$ cat config.mk
export PLATFORM = sky130hd
export DESIGN_NAME = spi_accel_responder
export DESIGN_NICKNAME = d
export VERILOG_FILES = /design/src/rtl/spi_accel_responder.sv
export SDC_FILE = /design/constraint.sdc
export NUM_CORES = 1
export LEC_CHECK = 0
export BUFFER_PORTS_ARGS = -buffer_cell sky130_fd_sc_hd__buf_2
export CAP_MARGIN = 10
export CORE_MARGIN = 3
export CORE_UTILIZATION = 40
export CTS_CLUSTER_SIZE = 28
export DETAILED_ROUTE_END_ITERATION = 12
export GPL_TIMING_DRIVEN = 0
export HOLD_SLACK_MARGIN = 0.1
export PLACE_DENSITY = 0.61
export SLEW_MARGIN = 20
export SYNTH_ARGS = -nofsm -noshare
export SYNTH_HDL_FRONTEND = slang
export SYNTH_SLANG_ARGS = --single-unit
export TNS_END_PERCENT = 1
$ cat constraint.sdc
create_clock -name clock -period 2.4 [get_ports clock]
set_input_delay 0.24 -clock clock [delete_from_list [all_inputs] [get_ports clock]]
set_output_delay 0.24 -clock clock [all_outputs]
set_load 0.05 [all_outputs]
$ cat src/rtl/spi_accel_responder.sv
// SPI mode-0 responder emulating a three-axis accelerometer: cmd, addr, then auto-incrementing burst data.
// Pins sync'd through 2 FFs; internal action 3 clocks after a pin edge, miso valid 3-4 clocks after sclk fall.
module spi_accel_responder #(
   parameter logic [7:0] DEVID_AD  = 8'hAD,
   parameter logic [7:0] DEVID_MST = 8'h1D,
   parameter logic [7:0] PARTID    = 8'hF2
) (
   input  logic               clock,
   input  logic               reset,
   input  logic               sclk,
   input  logic               mosi,
   input  logic               ss,
   output logic               miso,
   input  logic signed [11:0] sample_x,
   input  logic signed [11:0] sample_y,
   input  logic signed [11:0] sample_z,
   output logic [7:0]         power_ctl,
   output logic               busy,
   output logic               cmd_err
);
   typedef enum logic [2:0] {S_IDLE, S_CMD, S_ADDR, S_RD, S_WR, S_IGNORE} state_t;

   logic [2:0]  sclk_sync_q, ss_sync_q;
   logic [1:0]  mosi_sync_q;
   logic        armed_q;
   state_t      state_q, state_d;
   logic [2:0]  bit_cnt_q, bit_cnt_d;
   logic [7:0]  shift_q, shift_d;
   logic [7:0]  ptr_q, ptr_d;
   logic        is_wr_q, is_wr_d;
   logic [7:0]  tx_q, tx_d;
   logic        miso_q, miso_d;
   logic        load_q, load_d;
   logic        reload_q, reload_d;
   logic        cmd_err_q, cmd_err_d;
   logic [7:0]  power_q, power_d;
   logic [7:0]  scratch_q [0:12];
   logic [7:0]  scratch_d [0:12];
   logic [11:0] shx_q, shx_d, shy_q, shy_d, shz_q, shz_d;

   logic        sclk_rise, sclk_fall, ss_rise, ss_fall, last_bit, scratch_hit;
   logic [7:0]  byte_in, rd_dat;

   assign sclk_rise   = sclk_sync_q[1] & ~sclk_sync_q[2];
   assign sclk_fall   = ~sclk_sync_q[1] & sclk_sync_q[2];
   assign ss_rise     = ss_sync_q[1] & ~ss_sync_q[2];
   assign ss_fall     = ~ss_sync_q[1] & ss_sync_q[2];
   assign byte_in     = {shift_q[6:0], mosi_sync_q[1]};
   assign last_bit    = (bit_cnt_q == 3'd7);
   assign scratch_hit = (ptr_q[7:4] == 4'h2) && (ptr_q[3:0] <= 4'hC);

   assign miso      = miso_q;
   assign power_ctl = power_q;
   assign cmd_err   = cmd_err_q;
   // The ss chain resets "low" and armed_q gates busy, so a select held low
   // across reset release is not mistaken for a fresh transaction.
   assign busy      = armed_q & ~ss_sync_q[1];

   always_comb begin
      rd_dat = 8'h00;
      case (ptr_q)
         8'h00:   rd_dat = DEVID_AD;
         8'h01:   rd_dat = DEVID_MST;
         8'h02:   rd_dat = PARTID;
         8'h08:   rd_dat = shx_q[11:4];
         8'h09:   rd_dat = shy_q[11:4];
         8'h0A:   rd_dat = shz_q[11:4];
         8'h0E:   rd_dat = shx_q[7:0];
         8'h0F:   rd_dat = {{4{shx_q[11]}}, shx_q[11:8]};
         8'h10:   rd_dat = shy_q[7:0];
         8'h11:   rd_dat = {{4{shy_q[11]}}, shy_q[11:8]};
         8'h12:   rd_dat = shz_q[7:0];
         8'h13:   rd_dat = {{4{shz_q[11]}}, shz_q[11:8]};
         8'h2D:   rd_dat = power_q;
         default: if (scratch_hit) rd_dat = scratch_q[ptr_q[3:0]];
      endcase
   end

   always_comb begin
      state_d   = state_q;
      bit_cnt_d = bit_cnt_q;
      shift_d   = shift_q;
      ptr_d     = ptr_q;
      is_wr_d   = is_wr_q;
      tx_d      = tx_q;
      miso_d    = miso_q;
      load_d    = 1'b0;
      reload_d  = reload_q;
      cmd_err_d = 1'b0;
      power_d   = power_q;
      scratch_d = scratch_q;
      shx_d     = shx_q;
      shy_d     = shy_q;
      shz_d     = shz_q;

      if (ss_rise) begin
         state_d   = S_IDLE;
         bit_cnt_d = 3'd0;
         miso_d    = 1'b0;
         reload_d  = 1'b0;
      end else if (ss_fall) begin
         state_d   = S_CMD;
         bit_cnt_d = 3'd0;
         miso_d    = 1'b0;
         reload_d  = 1'b0;
         shx_d     = sample_x;
         shy_d     = sample_y;
         shz_d     = sample_z;
      end else begin
         if (load_q) begin
            tx_d   = rd_dat;
            miso_d = rd_dat[7];
         end
         if (sclk_rise && state_q != S_IDLE && state_q != S_IGNORE) begin
            shift_d   = byte_in;
            bit_cnt_d = bit_cnt_q + 3'd1;
         end
         case (state_q)
            S_CMD: if (sclk_rise && last_bit) begin
               if (byte_in == 8'h0B || byte_in == 8'h0A) begin
                  state_d = S_ADDR;
                  is_wr_d = (byte_in == 8'h0A);
               end else begin
                  state_d   = S_IGNORE;
                  cmd_err_d = 1'b1;
               end
            end
            S_ADDR: if (sclk_rise && last_bit) begin
               ptr_d = byte_in;
               if (is_wr_q) begin
                  state_d = S_WR;
               end else begin
                  // Load once the pointer settles; the following fall reloads the same byte.
                  state_d  = S_RD;
                  load_d   = 1'b1;
                  reload_d = 1'b1;
               end
            end
            S_RD: begin
               if (sclk_rise && last_bit) begin
                  ptr_d    = ptr_q + 8'd1;
                  reload_d = 1'b1;
               end
               if (sclk_fall) begin
                  if (reload_q) begin
                     tx_d     = rd_dat;
                     miso_d   = rd_dat[7];
                     reload_d = 1'b0;
                  end else begin
                     tx_d   = {tx_q[6:0], 1'b0};
                     miso_d = tx_q[6];
                  end
               end
            end
            S_WR: if (sclk_rise && last_bit) begin
               if (scratch_hit) scratch_d[ptr_q[3:0]] = byte_in;
               if (ptr_q == 8'h2D) power_d = byte_in;
               ptr_d = ptr_q + 8'd1;
            end
            default: ;
         endcase
      end
   end

   always_ff @(posedge clock or negedge reset) begin
      if (!reset) begin
         sclk_sync_q <= 3'b000;
         ss_sync_q   <= 3'b000;
         mosi_sync_q <= 2'b00;
         armed_q     <= 1'b0;
         state_q     <= S_IDLE;
         bit_cnt_q   <= 3'd0;
         shift_q     <= 8'h00;
         ptr_q       <= 8'h00;
         is_wr_q     <= 1'b0;
         tx_q        <= 8'h00;
         miso_q      <= 1'b0;
         load_q      <= 1'b0;
         reload_q    <= 1'b0;
         cmd_err_q   <= 1'b0;
         power_q     <= 8'h00;
         for (int i = 0; i < 13; i++) scratch_q[i] <= 8'h00;
         shx_q       <= 12'h000;
         shy_q       <= 12'h000;
         shz_q       <= 12'h000;
      end else begin
         sclk_sync_q <= {sclk_sync_q[1:0], sclk};
         ss_sync_q   <= {ss_sync_q[1:0], ss};
         mosi_sync_q <= {mosi_sync_q[0], mosi};
         armed_q     <= armed_q | ss_sync_q[1];
         state_q     <= state_d;
         bit_cnt_q   <= bit_cnt_d;
         shift_q     <= shift_d;
         ptr_q       <= ptr_d;
         is_wr_q     <= is_wr_d;
         tx_q        <= tx_d;
         miso_q      <= miso_d;
         load_q      <= load_d;
         reload_q    <= reload_d;
         cmd_err_q   <= cmd_err_d;
         power_q     <= power_d;
         scratch_q   <= scratch_d;
         shx_q       <= shx_d;
         shy_q       <= shy_d;
         shz_q       <= shz_d;
      end
   end
endmodule
# Yosys cells after proc, flatten, opt, wreduce, memory -nomap -nowiden

Index checks and enable logic that the tools add are counted.

Bitwise gates (word level): 13
Mux-type cells: 49
$lt $le $gt $ge: 3
Eq/ne operators: 26
Add/subtract/negate cells: 2
Reduce and logical (&&, ||, !) cells: 22

Operators by type and width:

| cell                                                 | count |
|---|---|
| bitwise mux 104 bit                                  | 1 |
| case mux 8 bit (13 select lines)                     | 1 |
| 2-to-1 mux 8 bit                                     | 10 |
| equality test 8 x 4 -> 1 bit (second input constant) | 7 |
| binary-select mux 8 bit (select 4 bit)               | 1 |
| demux 8 bit (select 4 bit)                           | 1 |
| equality test 8 x 5 -> 1 bit (second input constant) | 4 |
| 2-to-1 mux 3 bit                                     | 9 |
| 2-to-1 mux 1 bit                                     | 23 |
| AND reduction 5 bit                                  | 4 |
| case mux 8 bit (2 select lines)                      | 1 |
| != test 4 bit (second input constant)                | 3 |
| AND reduction 3 bit                                  | 3 |
| adder 8 x 1 -> 8 bit (second input constant)         | 1 |
| equality test 8 x 1 -> 1 bit (second input constant) | 1 |
| equality test 8 x 2 -> 1 bit (second input constant) | 1 |
| equality test 8 x 6 -> 1 bit (second input constant) | 1 |
| zero test 8 bit                                      | 1 |
| nonzero test 4 bit                                   | 2 |
| equality test 3 x 2 -> 1 bit (second input constant) | 2 |
| equality test 3 bit (second input constant)          | 2 |
| inverter 1 bit                                       | 6 |
| case mux 3 bit (2 select lines)                      | 1 |
| nonzero test 3 bit                                   | 2 |
| other kinds (18)                                     | 27 |

Register bits: 191
Word-level logic and storage cells: 146
Output and inout bits: 11
Input port bits: 41

# Logic depth before layout (Yosys ltp)

Gate-level depths: netlist of run 1.

Depth after elaboration: 11
Depth in mapped cells: 11
Depth with buffers taken out: 7

# Worst setup path before layout of run 1

No wires, ideal clock.

Path kind: register -> register
Start: register ptr_q[1]
End: register tx_q[5]
Slack: -0.165 ns
Library setup time: 0.135 ns
Data required time: 2.265 ns
Clock period less this slack: 2.565 ns
Buffers on the path: 3
Arrival: 2.430 ns
Stages on the path, launching flop included: 11
Cell sequence: dfrtp_1 > buf_1 > buf_2 > inv_1 > ha_1 > clkbuf_1 > nor3b_1 > a221oi_1 > o22ai_1 > nor4b_1 > o22ai_1

Cells in the longest elaborated chain, start to end: 9
Elaborated cells between the ends (all ways): 25
Those cells by class: 1 x order compare; 12 x eq/ne; 9 x mux; 1 x bitwise; 2 x reduce/logical

Ends and longest elaborated chain:

| element                                             | RTL line | source |
|---|---|---|
| start: declaration                                  | 29       | `logic [7:0] ptr_q, ptr_d;` |
| start signal: assignment                            | 194      | `ptr_q <= ptr_d;` |
| inverter 4 -> 5 bit (implied by the code)           | 75       | `default: if (scratch_hit) rd_dat = scratch_q[ptr_q[3:0]];` |
| binary-select mux 8 bit (select 4 bit)              | 75       |  |
| 2-to-1 mux 8 bit (implied by the code) (2 in a row) | 75       |  |
| 2-to-1 mux 8 bit                                    | 75       |  |
| case mux 8 bit (13 select lines) *                  | 61       | `case (ptr_q)` |
| 2-to-1 mux 8 bit, on equally long branches          | 110, 145 |  |
| 2-to-1 mux 8 bit                                    | 144      | `if (sclk_fall) begin` |
| 2-to-1 mux 8 bit *                                  | 118      | `case (state_q)` |
| end signal: assignment                              | 196      | `tx_q <= tx_d;` |
| end: declaration                                    | 31       | `logic [7:0] tx_q, tx_d;` |

Mark *: on every way between the ends. The rest lies on a longest branch, timed or not. The select of a mux whose other input is x is not followed.
A chain may end at the register's enable or synchronous reset.

# Worst setup path in the final report of run 1

Start: register ss_sync_q[1]
End: register scratch_q[22] (netlist bit)

Cells in the longest elaborated chain, start to end: 4
Elaborated cells between the ends (all ways): 6
Those cells by class: 5 x bitwise; 1 x reduce/logical

Ends and longest elaborated chain:

| element                         | RTL line | source |
|---|---|---|
| start: declaration              | 23       | `logic [2:0] sclk_sync_q, ss_sync_q;` |
| start signal: assignment        | 188      | `ss_sync_q <= {ss_sync_q[1:0], ss};` |
| inverter 1 bit                  | 47       | `assign ss_fall = ~ss_sync_q[1] & ss_sync_q[2];` |
| bitwise AND 1 bit               | 47       |  |
| inverter 1 bit (no line)        | -        |  |
| AND reduction 5 bit (no line) * | -        |  |
| end signal: assignment          | 202      | `scratch_q <= scratch_d;` |
| end: declaration                | 37       | `logic [7:0] scratch_q [0:12];` |

Mark *: on every way between the ends. The rest lies on a longest branch, timed or not.

==> flow_metrics.tcl, run 1 <==
set metrics [dict create \
    synth_edf_count 0 \
    synth_top_area_share_pct 51.7 \
    synth_fa_ha_area_share_pct 1.09 \
    fin_worst_skew_ps 9.80 \
    vias 6508 \
    crit_required_ps 2730 \
    rrSetupSlack_ps -2 \
    p_total_uw 7830 \
    cts_tree "yes" \
    numCtsBuffers 17 \
    critical_path_class "reg2reg" \
    synth_area_sq_um 9200 \
    yosys-top-cells-area "dfrtp_1, mux2_2, mux4_2" \
    rows 54 \
    hold_viol 0 \
    place.gp.congestion 0.885 \
    dieArea_sq_um 24900 \
    htreeDepth 4 \
    hold_path.class "in2async" \
    ant_nets 0 \
    initial_utilization_pct 41.4 \
    final_area_sq_um 11100 \
    synthMuxAreaShare_pct 25.4 \
    grt_use_total_pct 20.4 \
    synth-compound-area-share_pct 10.1 \
    synth_cell_type_count 69 \
    cts_sinks 190 \
    fmax_ghz 0.416 \
    wl_per_cell_microns 21.7 \
    setup_viol 2 \
    grt_pass1_vias 6658 \
    synth_xor_area_share_pct 0.0952 \
    pre_cts_ws_ps -848 \
    root_buffer "clkbuf_16" \
    synth-seq-cells 190 \
    async_flop_share_pct 100 \
    synth-simple-area-share_pct 9.18 \
    rsz0062_at_grt "yes" \
    drive_above_1_share_pct 38.2 \
    final_nets 880 \
    overflow 0 \
    cp_max_fo 10 \
    drt_pass1_iterations 7 \
    syn_inst 719 \
    synth_top_family_by_area "multiplexers" \
    cp_slowest_cell "dfrtp_1" \
    grt_pass1_wl_microns 38800 \
    area_growth_pct 20.7 \
    max-slew-margin-rel_pct 46.7 \
    grt_max_degree 90 \
    final_max_slew_viol_count 0 \
    place_area_sq_um 9890 \
    ys_seq_area_share_pct 51.7 \
    tns_ps -4.79 \
    clockBufferDepth 2 \
    n_antenna_cell 0 \
    worstMarginPinSlew_ps 793 \
    core_sq_um 22200 \
    r2r_end "scratch_q[22]" \
    regToRegStartpoint "ss_sync_q[1]" \
    status "finished with violations" \
    clock_latency_ps 440 \
    layout_min_cycle_time_ps 2400 \
    cp_data_arrival_time_ps 2730 \
    yosysWarnings 0 \
    hpwl_microns 16700 \
    path_clk_slew_ps 70 \
    io_pins 52 \
    crit_family "simple AND/OR/NAND/NOR gates" \
    routed_wl_microns 24400 \
    worst_hold_slack_ps 271 \
    critPathLaunchType "flip-flop" \
    r2r_cells 8 \
    fp.dieW_microns 158 \
    post-route-period-util_pct 100 \
    fillers 1925 \
    ir_drop_mv 0.412 \
    p_per_area_nw_per_um2 705 \
    drt_iter0_markers 512 \
    slowest_delay_ps 420 \
    drc_errors 0 \
    synth_area_per_cell_sq_um 12.8 \
    drv_cap 0 \
    antenna_found_initial 0 \
    yosysTopAreaCell "dfrtp_1" \
    routed_via_density 5.79 \
    endpoint_kind "flip-flop" \
    synth_flop_cell "dfrtp_1" \
    violations "negative setup slack" \
    leakage_uw 0.00506 \
    cp_cell_sequence "inv_1 > ha_1 > buf_6 > and4b_2 > o2111a_1 > and2_2 > nand2_2 > mux2_2" \
    critical_path_buf_inv_count 2 \
    die-height_microns 158 \
    fin_ws_ps -2.47 \
    synthesis.nets 768 \
    port_buffers 51 \
]
## how the worst max path moves through the flow
stage,slack [ps],depth (start not counted),from,endpoint
2_1_floorplan,2,10,ptr_q[0],tx_q[5]
3_3_place_gp,-2180,1,reset,scratch_q[28]
3_5_place_dp,-850,10,ptr_q[1],tx_q[0]
4_1_cts,-20,10,ptr_q[1],tx_q[5]
5_1_grt,-130,6,ptr_q[2],tx_q[5]
6_report,-2,8,ss_sync_q[1],scratch_q[22]
## timing repair
item | CTS | global route
setup endpoints to repair | 120 | 136
hold buffers | 40 | 0
endpoints found under the hold margin | 140 | 0
gates resized for setup | 30 | 22
gates cloned | 0 | 0
buffers inserted | 3 | 0
pin swaps | 3 | 10
## where the power goes
group          switching [uW]  internal, uW  total, uW
registers                 314          3410       3720
logic                     589           441       1030
clock network            1270          1810       3080
## state kept, by name, indices dropped and copies added (netlist names), 2 cells and up
name         cells
scratch_q      104
bit_cnt_q        3
shy_q           12
shx_q           12
state_q          3
ss_sync_q        3
power_ctl        8
ptr_q            8
sclk_sync_q      3
shift_q          7
tx_q             7
shz_q           12
mosi_sync_q      2
## Yosys cell counts (4+ instances only)
master / number
nand2b_1: 8
a211oi_1: 4
dfrtp_1: 190
mux2_1: 5
nor2_1: 13
inv_1: 8
nor2b_1: 10
buf_2: 14
nand2_1: 41
a22oi_1: 26
clkbuf_1: 24
o22ai_1: 15
mux2_2: 149
buf_1: 7
nor3b_1: 5
a22o_1: 4
ha_1: 8
o21ai_0: 25
a222oi_1: 5
mux2i_1: 6
mux4_2: 24
nor3_1: 4
a221oi_1: 5
nand3_1: 19
and3_1: 5
a31oi_1: 8
nand2_2: 9
a21oi_1: 19
## cell type report
type | instances | area [sq um] | area share (%)
flip-flops and latches | 190 | 4760 | 42.8
repair buffers | 96 | 756 | 6.80
multi-input cells | 473 | 4310 | 38.8
clock buffers | 21 | 460 | 4.15
clock inverters | 11 | 176 | 1.59
inverters | 9 | 36.3 | 0.327
plain buffers | 44 | 264 | 2.38
well taps | 280 | 350 | 3.15
## cells in the final DEF, fill, tap and decap left out, types with 15 or more instances in the layout
cell | synthesis | layout
o22ai_1 | 15 | 15
buf_2 | 14 | 60
a21oi_1 | 19 | 19
a22oi_1 | 26 | 26
mux4_2 | 24 | 24
o21ai_0 | 25 | 25
clkbuf_16 | 0 | 17
dlygate4sd3_1 | 0 | 40
mux2_2 | 149 | 149
clkbuf_1 | 24 | 16
nand2_1 | 41 | 41
nand3_1 | 19 | 19
dfrtp_1 | 190 | 188
## through the flow
step | std cells | utilization (%)
6_report | 1124 | 50.0
5_1_grt | 1124 | 50.0
4_1_cts | 1124 | 49.6
3_5_place_dp | 1052 | 44.5
3_3_place_gp | 1050 | 44.2
2_1_floorplan | 719 | -
## worst reg2reg max path: stages, from the launching register on
cell,delay [ps]
dfrtp_1,420
inv_1,60
ha_1,290
buf_6,130
and4b_2,330
o2111a_1,250
and2_2,220
nand2_2,230
mux2_2,370
## logic make-up (layout without fill, tap and decap cells)
family,Yosys count,after routing
buffers and inverters,56,181
adders and majority gates,8,8
xor gates and xnor gates,1,1
muxes,184,184
DFF,190,190
AOI/OAI and AO/OA,135,135
and+or+nand+nor,145,145
## routing by layer
| layer | wire (microns) | global-route usage [%] |
|---|---|---|
| met5 | 0 | 0 |
| met1 | 11100 | 28.0 |
| met2 | 11900 | 34.1 |
| met3 | 998 | 2.98 |
| met4 | 363 | 5.33 |
Power figures use the tool's default switching activity.
==> run 2, diff against run 1 <==
- CORE_UTILIZATION: 40 -> 50
- PLACE_DENSITY: 0.61 -> 0.73
==> run 2 against run 1 <==
  * The run now ends clean
  * Sequential share of layout area up 0.56 points
  * Sequential power about the same
  * Routed wire length down 1.2%
  * Utilization up 12 points
  * Final cell count down 5.2%
  * Critical path depth unchanged
  * Critical path type unchanged
  * Critical endpoint is now scratch_q[9]
==> flow_metrics.tcl, run 2 (synthesis gave the netlist of run 1 again) <==
set metrics [dict create \
    status "finished, final reports clean" \
    hold_viol 0 \
    grt_pass1_vias 6906 \
    dieArea_sq_um 20100 \
    setup_viol 0 \
    p_per_area_nw_per_um2 702 \
    fin_ws_ps 21.6 \
    numCtsBuffers 17 \
    worst_hold_slack_ps 350 \
    leakage_uw 0.00504 \
    final_nets 877 \
    slowest_delay_ps 400 \
    drv_cap 0 \
    grt_pass1_wl_microns 38600 \
    rows 48 \
    cts_tree "yes" \
    use_met1_pct 33.8 \
    overflow 0 \
    largest-register "scratch_q" \
    clockBufferDepth 2 \
    place_area_sq_um 9790 \
    hold_path.class "reg2reg" \
    final_common_cell "dfrtp_1" \
    fin_worst_skew_ps 12.6 \
    final_area_sq_um 11000 \
    met2_usage_pct 41.0 \
    post-route-period-util_pct 99.1 \
    ant_nets 0 \
    largest_reg_flops 104 \
    rsz0062_at_grt "yes" \
    cp_max_fo 10 \
    die-height_microns 142 \
    ir_drop_mv 0.547 \
    critPathLaunchType "flip-flop" \
    pre_cts_ws_ps -1050 \
    grt_use_total_pct 24.9 \
    core_sq_um 17700 \
    cp_cell_sequence "inv_1 > ha_1 > buf_6 > and4b_2 > o2111a_1 > and2_2 > nand2_2 > mux2_2" \
    critical_path_class "reg2reg" \
    max-slew-margin-rel_pct 39.0 \
    layout_min_cycle_time_ps 2380 \
    endpoint_kind "flip-flop" \
    wl_per_cell_microns 22.6 \
    final_cell_mix "dfrtp_1, mux2_2, buf_2, nand2_1, dlygate4sd3_1" \
    path_clk_slew_ps 70 \
    routed_wl_microns 24100 \
    final_max_slew_viol_count 0 \
    fp.dieW_microns 142 \
    crit_required_ps 2720 \
    drc_errors 0 \
    antenna_found_initial 0 \
    vias 6707 \
    initial_utilization_pct 52.1 \
    fmax_ghz 0.420 \
    root_buffer "clkbuf_16" \
    cp_slowest_cell "dfrtp_1" \
    drive_above_1_share_pct 38.3 \
    grt_max_degree 108 \
    port_buffers 51 \
    crit_family "simple AND/OR/NAND/NOR gates" \
    grt_util_met3_pct 4.38 \
    cp_data_arrival_time_ps 2700 \
    worstMarginPinSlew_ps 907 \
    io_pins 52 \
    clock_latency_ps 440 \
    htreeDepth 4 \
    place.gp.congestion 0.934 \
    tns_ps 0 \
    hpwl_microns 16400 \
    drt_pass1_iterations 5 \
    area_growth_pct 19.1 \
    n_antenna_cell 0 \
    final_util_pct 62.1 \
    busiest_layer "met2" \
    routed_via_density 6.29 \
    drt_iter0_markers 657 \
    cts_sinks 190 \
    critical_path_buf_inv_count 2 \
]
[run 2: cell type report]
| cell class | count | area, sq um |
|---|---|---|
| sequential | 190 | 4760 |
| multi-input combinational | 473 | 4310 |
| buffer | 43 | 248 |
| timing repair buffer | 94 | 721 |
| fill | 1379 | 6690 |
| clock buffer | 19 | 433 |
| tap | 225 | 282 |
| inverter | 9 | 33.8 |
| clock inverter | 13 | 181 |
[run 2: where the power goes]
| group | switching (uW) | total (uW) | internal (uW) |
|---|---|---|---|
| clock network | 1290 | 2950 | 1670 |
| logic | 586 | 1020 | 437 |
| registers | 312 | 3720 | 3410 |
| total | 2180 | 7690 | 5510 |
[run 2: path summary, 6_finish.rpt]
kind / from / to / slack (ps) / cells past startpoint
max in group asynchronous: reset / power_ctl[0] / 1050 / 3
worst min register to register: mosi_sync_q[0] / mosi_sync_q[1] / 350 / 0
worst min-delay path: mosi_sync_q[0] / mosi_sync_q[1] / 350 / 0
worst max-delay path: ss_sync_q[1] / scratch_q[9] / 20 / 8
worst max register to register: ss_sync_q[1] / scratch_q[9] / 20 / 8
min in group asynchronous: reset / bit_cnt_q[1] / 400 / 2
[run 2: through the flow]
| step | std cells | power, uW |
|---|---|---|
| floorplan | 719 | 4260 |
| global placement | 995 | 4650 |
| detailed placement | 996 | 4710 |
| CTS | 1066 | 7700 |
| global route | 1066 | 8010 |
| finish | 1066 | 7690 |
[run 2: timing repair]
| action | CTS | global route |
|---|---|---|
| setup buffers | 2 | 0 |
| pin swaps | 2 | 5 |
| endpoints found under the setup margin | 120 | 128 |
| hold endpoints to repair | 122 | 0 |
| hold buffers | 40 | 0 |
| resized for setup | 27 | 26 |
[run 2: routing by layer]
layer | vias up | routed length [microns]
met2 | 283 | 11800
met1 | 3456 | 10100
li1 | 2920 | -
met5 | - | 0
met4 | 0 | 642
met3 | 48 | 1520
==> run 3, diff against run 2 <==
- CTS_BUF_LIST: default -> sky130_fd_sc_hd__clkbuf_8
==> run 3 against run 2 <==
  * Total power is 9.2% lower
  * Hold slack better by 5.2 ps
  * Largest cell class unchanged
  * Clock skew is 6.3 ps higher
  * Clock power is 24% lower
  * Combinational power hardly changed
  * Highest routed layer unchanged
  * The run now ends with negative setup slack left
  * Via count is 0.16% lower
  * Final cell count is 0.19% higher
==> flow_metrics.tcl, run 3 (synthesis gave the netlist of run 1 again) <==
set metrics [dict create \
    place_area_sq_um 9790 \
    path_clk_slew_ps 100 \
    final_nets 879 \
    final_cell_mix "dfrtp_1, mux2_2, buf_2, nand2_1, dlygate4sd3_1" \
    clock_latency_ps 480 \
    routed_wl_microns 23800 \
    drv_cap 0 \
    cp_cell_sequence "buf_12 > inv_2 > ha_2 > clkbuf_4 > buf_2 > a22oi_1 > o21ai_0 > a21oi_1 > a41oi_1" \
    grt_max_degree 108 \
    final_util_pct 61.2 \
    slowest_delay_ps 450 \
    multi_input_area_sq_um 4330 \
    fin_worst_skew_ps 18.9 \
    max-slew-margin-rel_pct 38.0 \
    final_common_cell "dfrtp_1" \
    hold_viol 0 \
    setup_viol 3 \
    numCtsBuffers 17 \
    routed_via_density 6.27 \
    antenna_found_initial 0 \
    layout_min_cycle_time_ps 2430 \
    n_antenna_cell 0 \
    crit_required_ps 2790 \
    root_buffer "clkbuf_8" \
    port_buffers 51 \
    overflow 0 \
    ir_drop_mv 0.641 \
    cp_data_arrival_time_ps 2810 \
    htreeDepth 4 \
    final_area_sq_um 10800 \
    fillers 1412 \
    area_growth_pct 17.4 \
    post-route-period-util_pct 101 \
    core_sq_um 17700 \
    cp_slowest_cell "dfrtp_2" \
    ant_nets 0 \
    io_pins 52 \
    regToRegStartpoint "ptr_q[0]" \
    drive_above_1_share_pct 38.6 \
    fmax_ghz 0.412 \
    drc_errors 0 \
    drt_pass1_iterations 5 \
    clockBufferDepth 2 \
    vias 6696 \
    grt_use_total_pct 24.6 \
    pre_cts_ws_ps -1050 \
    status "finished with violations" \
    worstMarginPinSlew_ps 922 \
    place.gp.congestion 0.934 \
    critical_path_class "reg2reg" \
    die-height_microns 142 \
    cts_sinks 190 \
    cts_tree "yes" \
    endpoint_kind "flip-flop" \
    rsz0062_at_grt "yes" \
    crit_path_start "ptr_q[0]" \
    grt_pass1_wl_microns 38300 \
    drt_iter0_markers 575 \
    fp.dieW_microns 142 \
    critPathLaunchType "flip-flop" \
    p_per_area_nw_per_um2 647 \
    regArea_sq_um 4760 \
    rows 48 \
    hpwl_microns 16400 \
    dieArea_sq_um 20100 \
    p_total_uw 6990 \
    initial_utilization_pct 52.1 \
    hold_path.class "in2async" \
    grt_pass1_vias 6837 \
    cp_max_fo 19 \
    violations "negative setup slack" \
    wl_per_cell_microns 22.3 \
    largest_reg_flops 104 \
    fin_ws_ps -25.7 \
    largest-register "scratch_q" \
    final_max_slew_viol_count 0 \
    leakage_uw 0.00499 \
    worst_hold_slack_ps 355 \
]
## run 3: cell types whose count changed in the layout (fill, tap and decap cells not counted), moves of 3 or more
cell       delta
nand2_4       +3
clkbuf_8     +17
clkbuf_16    -17
nand2_2       -3
## run 3: power by group
part / internal, uW / leakage, uW / switching [uW] / total [uW]
combinational: 437 / 0.00225 / 592 / 1030
sequential: 3410 / 0.00253 / 310 / 3720
clock: 1050 / 0.000214 / 1200 / 2240
## run 3: final cells by class
class | instances | share of cell area [%]
plain buffers | 44 | 2.27
clock buffers | 17 | 2.17
clock inverters | 15 | 1.75
inverters | 9 | 0.313
multi-input cells | 473 | 40.1
flip-flops and latches | 190 | 44.0
well taps | 225 | 2.61
repair buffers | 95 | 6.74
## run 3: worst paths after layout
check / endpoint / slack (ps) / depth (start not counted)
min in group clock: mosi_sync_q[1] / 360 / 0
setup reg to reg: tx_q[1] / -30 / 9
hold reg to reg: mosi_sync_q[1] / 360 / 0
hold / removal: bit_cnt_q[1] / 360 / 2
max in group asynchronous: power_ctl[5] / 1090 / 3
setup / recovery: tx_q[1] / -30 / 9
## run 3: critical path: cells and delay by family, from the launching register on
| family | cells | cell delay, ps |
|---|---|---|
| flops | 1 | 450 |
| fa+ha+maj | 1 | 300 |
| buf+inv | 4 | 890 |
| compound gates | 4 | 690 |
## run 3: routing by layer
| metal | GRT usage (%) | routed length, microns | share of wire, % |
|---|---|---|---|
| met4 | 6.92 | 652 | 2.7 |
| met2 | 40.2 | 11500 | 48 |
| met5 | 0 | 0 | 0 |
| met1 | 33.7 | 10200 | 43 |
| met3 | 5.09 | 1470 | 6.2 |
## run 3: timing repair
item	4_1_cts	5_1_grt
pin swaps	5	4
setup endpoints to repair	120	129
gates resized for setup	31	21
hold buffers	40	0
endpoints found under the hold margin	122	0
setup buffers	3	0
## run 3: through the flow
| step | cells | setup TNS [ps] |
|---|---|---|
| floorplan | 719 | 0 |
| global placement | 995 | -373430 |
| detailed placement | 996 | -52810 |
| CTS | 1068 | -88.1 |
| global route | 1068 | -3450 |
| finish | 1068 | -53.4 |
